[config.mk]
export PLATFORM = sky130hd
export DESIGN_NAME = traffic_light
export DESIGN_NICKNAME = d
export VERILOG_FILES = /design/src/rtl/traffic_light.sv
export SDC_FILE = /design/constraint.sdc
export NUM_CORES = 1
export LEC_CHECK = 0
export CORE_AREA = 10 10 47 49
export DETAILED_ROUTE_END_ITERATION = 12
export DIE_AREA = 0 0 57 59
export PLACE_DENSITY_LB_ADDON = 0.12
export SETUP_SLACK_MARGIN = 0.4
export SYNTH_ARGS = -nofsm -noshare
export SYNTH_HDL_FRONTEND = slang
export SYNTH_SLANG_ARGS = --single-unit
[constraint.sdc]
create_clock -name clk -period 1.89 [get_ports clk]
set_input_delay 0.378 -clock clk [delete_from_list [all_inputs] [get_ports clk]]
set_output_delay 0.378 -clock clk [all_outputs]
set_load 0.02 [all_outputs]
[src/rtl/traffic_light.sv]
// Single-road traffic-light sequencer: RED -> GREEN -> YELLOW -> RED, each phase
// held for a parameterised number of clock cycles.

package traffic_light_pkg;
  typedef enum logic [1:0] {
    RED    = 2'b00,
    GREEN  = 2'b01,
    YELLOW = 2'b10
  } state_t;
endpackage

// Elaboration-time guard: a phase of zero cycles cannot be sequenced.
module traffic_light_cfg_check #(
  parameter int RED_CYCLES    = 5,
  parameter int GREEN_CYCLES  = 5,
  parameter int YELLOW_CYCLES = 2
) ();
  if (RED_CYCLES < 1) begin : g_bad_red
    $error("traffic_light: RED_CYCLES must be >= 1");
  end
  if (GREEN_CYCLES < 1) begin : g_bad_green
    $error("traffic_light: GREEN_CYCLES must be >= 1");
  end
  if (YELLOW_CYCLES < 1) begin : g_bad_yellow
    $error("traffic_light: YELLOW_CYCLES must be >= 1");
  end
endmodule

module traffic_light #(
  parameter int RED_CYCLES    = 5,
  parameter int GREEN_CYCLES  = 5,
  parameter int YELLOW_CYCLES = 2
) (
  input  logic       clk,
  input  logic       reset,
  output logic [1:0] light
);
  import traffic_light_pkg::*;

  localparam int MAX_RG  = (RED_CYCLES > GREEN_CYCLES) ? RED_CYCLES : GREEN_CYCLES;
  localparam int MAX_DUR = (MAX_RG > YELLOW_CYCLES) ? MAX_RG : YELLOW_CYCLES;
  localparam int CW      = (MAX_DUR > 1) ? $clog2(MAX_DUR) : 1;

  // Terminal count of each phase; cnt_r reaching it ends the phase.
  localparam logic [CW-1:0] RED_LAST    = CW'(RED_CYCLES - 1);
  localparam logic [CW-1:0] GREEN_LAST  = CW'(GREEN_CYCLES - 1);
  localparam logic [CW-1:0] YELLOW_LAST = CW'(YELLOW_CYCLES - 1);
  localparam logic [CW-1:0] CNT_ZERO    = CW'(1'b0);
  localparam logic [CW-1:0] CNT_ONE     = CW'(1'b1);

  state_t        state_r;
  logic [CW-1:0] cnt_r;

  traffic_light_cfg_check #(
    .RED_CYCLES   (RED_CYCLES),
    .GREEN_CYCLES (GREEN_CYCLES),
    .YELLOW_CYCLES(YELLOW_CYCLES)
  ) u_cfg_check ();

  // Phase sequencer: count within a phase, advance and clear at terminal count.
  always_ff @(posedge clk or posedge reset) begin
    if (reset) begin
      state_r <= RED;
      cnt_r   <= CNT_ZERO;
    end else begin
      case (state_r)
        RED: begin
          if (cnt_r == RED_LAST) begin
            state_r <= GREEN;
            cnt_r   <= CNT_ZERO;
          end else begin
            cnt_r <= cnt_r + CNT_ONE;
          end
        end
        GREEN: begin
          if (cnt_r == GREEN_LAST) begin
            state_r <= YELLOW;
            cnt_r   <= CNT_ZERO;
          end else begin
            cnt_r <= cnt_r + CNT_ONE;
          end
        end
        YELLOW: begin
          if (cnt_r == YELLOW_LAST) begin
            state_r <= RED;
            cnt_r   <= CNT_ZERO;
          end else begin
            cnt_r <= cnt_r + CNT_ONE;
          end
        end
        default: begin
          state_r <= RED;
          cnt_r   <= CNT_ZERO;
        end
      endcase
    end
  end

  // Lamp code decoded straight from the state register; any corrupt code reads as RED.
  always_comb begin
    light = 2'b00;
    case (state_r)
      RED:     light = 2'b00;
      GREEN:   light = 2'b01;
      YELLOW:  light = 2'b10;
      default: light = 2'b00;
    endcase
  end

endmodule

==> reports/summary.txt, run 1 <==
Count leader, synth -> dfrtp_1
CTS H-tree depth -> 1
Worst path depth -> 2
Worst Hold Class -> in2async
Startpoint types -> register
Synth area leader -> dfrtp_1
Buffers on Ports -> 3
Combinational power share -> 0.017
#FFs+latches synth -> 5
Post-route clock period utilization -> 0.765
Avg Inst Size Synth -> 9.80 µm²
I/O Pins -> 4
Worst-path clk slew -> 0.04 ns
Gr ovfl total -> 0
Required time worst endpoint -> 1.51 ns
Syn. warnings -> 0
Via density per instance -> 4.20
Final Setup Violations -> 0
Worst setup path end -> light[0]
Core footprint -> 1400 µm²
Maximum achievable frequency -> 0.691 GHz
Placed cell area -> 337 µm²
Reg2reg path depth -> 5
Cell Count, Final, Fillers Out -> 55
Clock buffer count from CTS -> 3
Placed insts -> 48
Via count -> 231
Hold slack -> 0.330 ns
Chip width -> 57 µm
Psw -> 0.0000440 W
Int Pwr -> 0.000189 W
DRT antenna net count -> 0
Reg-to-Reg End -> state_r[1]$_DFFE_PP0P_
DR pass1 iterations -> 1
Diode count -> 0
Wire length per cell -> 10.4 µm
Initial antenna violation count -> 0
Cell variety after synth -> 14
CTS Sinks -> 5
Slew Limit Fails -> 0
Starting Density -> 0.210
Gpl congestion -> 0.651
Layout Cell Area excl Fill -> 387 µm²
Synthesized area -> 294 µm²
CP endpoint kind -> output pin
Setup Crit Path Kind -> reg2out
Layout cells sized above 1 -> 0.308
Setup TNS -> 0 ns
Ys flop type -> dfrtp_1
Worst slew pin tran -> 0.265 ns
Setup WS pre-CTS -> 0.195 ns
Final WS setup -> 0.443 ns
Worst path max stage delay -> 0.42 ns
Synth top area share -> 0.426
Area Overhead vs Synth -> 31.5%
CP startpoint -> state_r[0]$_DFFE_PP0P_
Pwr Density -> 603 nW/µm²
Cell family with most CP delay -> flip-flops
Slew headroom -> 0.821
Crit path max fanout -> 4
Layout Nets -> 45
Synth top cells by count -> dfrtp_1, nor2_1, ha_1, inv_1, nor2b_1
Share of the yosys chip area belonging to registers -> 0.426
Skew-Pair Late Insertion Delay -> 0.24 ns
Post-route DRC violation count -> 0
FP Rows -> 14
Clk pwr share -> 0.522
Register-to-register path setup slack -> 0.72 ns
P_leak -> 0.195 nW
Worst flop-to-flop path startpoint -> cnt_r[1]$_DFF_PP0_
Async S/R FF share, synth -> 1.00
Largest net degree at the start of global routing -> 8
GR Util All Layers -> 0.0415
DRT iter0 DRCs -> 0
Clock buffer depth -> 2
Tmin final -> 1.45 ns
Cells after Synth -> 30
Global-route wire length before repair -> 1040 µm
WL final -> 571 µm
Critical Path AT -> 1.07 ns
Hold Violations, Final -> 0
Status -> completed
DP HPWL -> 437 µm
Area contributors post-synth -> dfrtp_1, ha_1, o211a_1
Unrepaired setup endpoints after global routing -> no
Sequential share of power -> 0.461
Buffer and inverter count on the worst path -> 1
Maximum vdd drop -> 244 µV
Worst path cell trace -> nor2b_2 > clkdlybuf4s15_2
Clk root buf -> clkbuf_4
Clock skew -> 0.00369 ns
Net Sw Frac -> 0.189
CTS tree -> done
Slowest-stage cell, CP -> dfrtp_2
Post-synth EDFFs -> 0
Die Ht -> 59 µm
Die ar. -> 3360 µm²
Syn Nets -> 35
Number of global-route vias before repair -> 261
Max-cap viol count -> 0
==> layer usage <==
layer | up-vias | routed length, µm | track usage
met3 | 0 | 20 | 0.0215
li1 | 117 | - | -
met5 | - | 0 | 0
met4 | 0 | 0 | 0.0503
met1 | 112 | 228 | 0.0357
met2 | 2 | 322 | 0.0636
==> cells in the final DEF (no fill, tap or decap), types with 2 or more instances in the layout <==
master / count
buf_4: 3
clkbuf_4: 3
dfrtp_1: 3
dfrtp_2: 2
ha_1: 3
inv_1: 3
nand2_1: 2
nor2_1: 4
nor2b_1: 2
nor2b_2: 2
o211a_1: 2
o21ai_1: 2
==> worst min path at each step <==
stage	start	slack, ns	cells past startpoint	end
6_report	reset	0.33	2	cnt_r[1]$_DFF_PP0_
5_1_grt	reset	0.34	2	cnt_r[1]$_DFF_PP0_
4_1_cts	reset	0.33	2	cnt_r[1]$_DFF_PP0_
3_5_place_dp	reset	0.59	2	state_r[1]$_DFFE_PP0P_
3_3_place_gp	reset	0.59	2	state_r[0]$_DFFE_PP0P_
2_1_floorplan	reset	0.16	1	cnt_r[0]$_DFF_PP0_
==> area by class of cell <==
type / instances / area (µm²)
Sequential cell: 5 / 128
Inverter: 3 / 11.3
Timing Repair Buffer: 6 / 48.8
Clock buffer: 4 / 26.3
Fill cell: 166 / 1010
Tap cell: 16 / 20.0
Multi-Input combinational cell: 21 / 153
==> state kept, by name, indices dropped and copies added, names as in the netlist <==
register and flops:
cnt_r 3, state_r 2
==> worst register-to-register path: stages, from the launching register on <==
cell and delay [ns]:
dfrtp_1 0.37, inv_1 0.08, ha_1 0.16, nor2b_1 0.18, nor2_1 0.05, a32o_1 0.20
==> stage by stage <==
step,utilization,total power [W]
global route,0.276,0.000246
floorplan,-,0.000111
finish,0.276,0.000233
detailed placement,0.240,0.000113
CTS,0.280,0.000242
global placement,0.240,0.000113
==> logic make-up after synthesis <==
group                      Yosys count  synth area share
and+or+nand+nor                     11             0.200
AOI/OAI and AO/OA                    6             0.153
xor gates and xnor gates             1            0.0298
adders and majority gates            3             0.128
DFF                                  5             0.426
buffers and inverters                4            0.0638
==> what timing repair did <==
action | in CTS | in global routing
pin swaps | 0 | 0
gates cloned | 0 | 0
gates resized for setup | 9 | 1
setup buffers | 3 | 0
hold buffers | 0 | 0
endpoints found under the setup margin | 2 | 1
==> power groups by stage <==
stage               registers (W)  clock network, W   logic (W)
floorplan                0.000109                 0  0.00000174
global placement         0.000109                 0  0.00000414
detailed placement       0.000109                 0  0.00000418
CTS                      0.000107          0.000130  0.00000419
global route             0.000107          0.000134  0.00000453
finish                   0.000107          0.000122  0.00000399
Power figures use the tool's default switching activity.
==> run 2: changes to the inputs <==
Clock period 1.89 ns to 1.45 ns, I/O delays scaled along.
==> run 2 against run 1 <==
Compared with the run above: global-route usage decreased by 0.090 points; core utilization up 7.1 points; final cell count increased by 5.5%; worst setup slack got worse by 0.25 ns; combinational power grew 40%; via count grew 11%; critical path type unchanged; largest power group unchanged; highest routed layer is now met4.
==> reports/summary.txt, run 2 (synthesis gave the netlist of run 1 again) <==
Maximum vdd drop -> 358 µV (+47%)
Layout cells sized above 1 -> 0.524 (+0.216)
GRT busiest layer -> met2
Via density per instance -> 4.41 (+5.1%)
Worst Hold Class -> in2async
Setup TNS -> 0 ns (unchanged)
Layout Nets -> 48 (+6.7%)
Register-to-register path setup slack -> 0.33 ns (-0.39 ns)
Reg2reg path depth -> 5 (unchanged)
Clk root buf -> clkbuf_4
Startpoint types -> register
DR pass1 iterations -> 2 (+1)
Buffers on Ports -> 3 (unchanged)
DRT antenna net count -> 0 (unchanged)
CTS Sinks -> 5 (unchanged)
Crit path max fanout -> 3 (-1)
Gr ovfl total -> 0 (unchanged)
Clock buffer depth -> 2 (unchanged)
Hold Violations, Final -> 0 (unchanged)
Diode count -> 0 (unchanged)
Pwr Density -> 650 nW/µm² (+7.8%)
Max-cap viol count -> 0 (unchanged)
Initial antenna violation count -> 0 (unchanged)
Largest regs -> cnt_r (3), state_r (2)
Starting Density -> 0.210 (unchanged)
CTS H-tree depth -> 1 (unchanged)
Via count -> 256 (+11%)
Tmin final -> 1.25 ns
Grt met3 use -> 0.0215 (unchanged)
Reg-to-Reg End -> cnt_r[1]$_DFF_PP0_
CTS tree -> done
Skew-Pair Late Insertion Delay -> 0.25 ns (about the same)
Biggest register -> cnt_r
Slew headroom -> 0.798 (-0.0233)
Worst flop-to-flop path startpoint -> cnt_r[1]$_DFF_PP0_
Global-route wire length before repair -> 1040 µm (unchanged)
Worst-path clk slew -> 0.05 ns (about the same)
Maximum achievable frequency -> 0.797 GHz
Core footprint -> 1400 µm² (unchanged)
Clock skew -> 0.000970 ns (-0.00272 ns)
Die ar. -> 3360 µm² (unchanged)
Number of flip-flops in the largest register -> 3 (unchanged)
Global-route met2 utilization -> 0.0636 (unchanged)
Gpl congestion -> 0.683 (+4.8%)
Wire length per cell -> 10.8 µm (+4.5%)
Final WS setup -> 0.196 ns (-0.247 ns)
I/O Pins -> 4 (unchanged)
Worst slew pin tran -> 0.303 ns (+0.0386 ns)
Number of global-route vias before repair -> 262 (+0.38%)
GR Util met1 -> 0.0368 (+0.00110)
Area Overhead vs Synth -> 65.1%
Post-route clock period utilization -> 0.865
Finished Core Util -> 0.346 (+0.0705)
Slew Limit Fails -> 0 (unchanged)
Required time worst endpoint -> 1.16 ns (-0.35 ns)
P_leak -> 0.251 nW (+28%)
Setup WS pre-CTS -> 0.0101 ns (-0.185 ns)
DRT iter0 DRCs -> 4 (+4)
CP endpoint kind -> output pin
GR Util All Layers -> 0.0406 (-0.000900)
Worst setup path end -> light[1]
Critical Path AT -> 0.96 ns (-0.11 ns)
Commonest non-fill, non-tap cell in the layout -> dfrtp_1
Setup Crit Path Kind -> reg2out
WL final -> 629 µm (+10%)
FP Rows -> 14 (unchanged)
Clock buffer count from CTS -> 3 (unchanged)
Post-route DRC violation count -> 0 (unchanged)
Die Ht -> 59 µm (unchanged)
Most frequent cells in the layout -> dfrtp_1, buf_6, buf_4
Unrepaired setup endpoints after global routing -> yes
Chip width -> 57 µm (unchanged)
CP startpoint -> state_r[1]$_DFFE_PP0P_
Status -> completed
Largest net degree at the start of global routing -> 8 (unchanged)
Final Setup Violations -> 0 (unchanged)
[run 2: layer usage]
layer,wire [µm],vias up
li1,-,122
met1,264,127
met2,303,5
met3,42,2
met4,19,0
met5,0,-
[run 2: worst min path at each step]
stage                      from                  to  slack, ns  cells after the start
after global routing      reset  cnt_r[1]$_DFF_PP0_       0.26                      2
final                     reset  cnt_r[1]$_DFF_PP0_       0.24                      2
after global placement    reset  cnt_r[0]$_DFF_PP0_       0.51                      2
after CTS                 reset  cnt_r[1]$_DFF_PP0_       0.24                      2
after floorplan           reset  cnt_r[0]$_DFF_PP0_       0.07                      1
after detailed placement  reset  cnt_r[1]$_DFF_PP0_       0.51                      2
[run 2: report_power, final]
part | total, W | internal, W | switching [W]
clock | 0.000170 | 0.000105 | 0.0000654
combinational | 0.00000557 | 0.00000252 | 0.00000305
sequential | 0.000140 | 0.000140 | 0
[run 2: area by class of cell]
cell class	instances	area, µm²
clock buffers	4	26.3
fillers	148	916
inverters	3	11.3
multi-input cells	21	218
flip-flops and latches	5	125
well taps	16	20.0
repair buffers	9	85.1
[run 2: timing repair]
item	CTS	global route
endpoints found under the setup margin	7	7
setup buffers	3	0
pin swaps	6	2
hold buffers	0	0
cloned	0	0
gates resized for setup	25	2
[run 2: per-stage QoR]
| step | hold WS (ns) | area (µm²) | instances | total power (W) |
|---|---|---|---|---|
| after floorplan | 0.0685 | 304 | 30 | 0.000144 |
| after global placement | 0.509 | 369 | 51 | 0.000148 |
| after detailed placement | 0.513 | 369 | 51 | 0.000148 |
| after CTS | 0.245 | 479 | 58 | 0.000321 |
| after global routing | 0.265 | 485 | 58 | 0.000329 |
| final | 0.245 | 485 | 58 | 0.000315 |
[run 2: critical path: stages (launching register included)]
cell and delay, ns:
dfrtp_1 0.41, nor2b_4 0.19, buf_6 0.12
==> run 3: changes to the inputs <==
Settings changed: CAP_MARGIN from default to 40.
==> results of run 3 <==
Same layout as run 2: the final DEF is identical, and so are final timing and power.
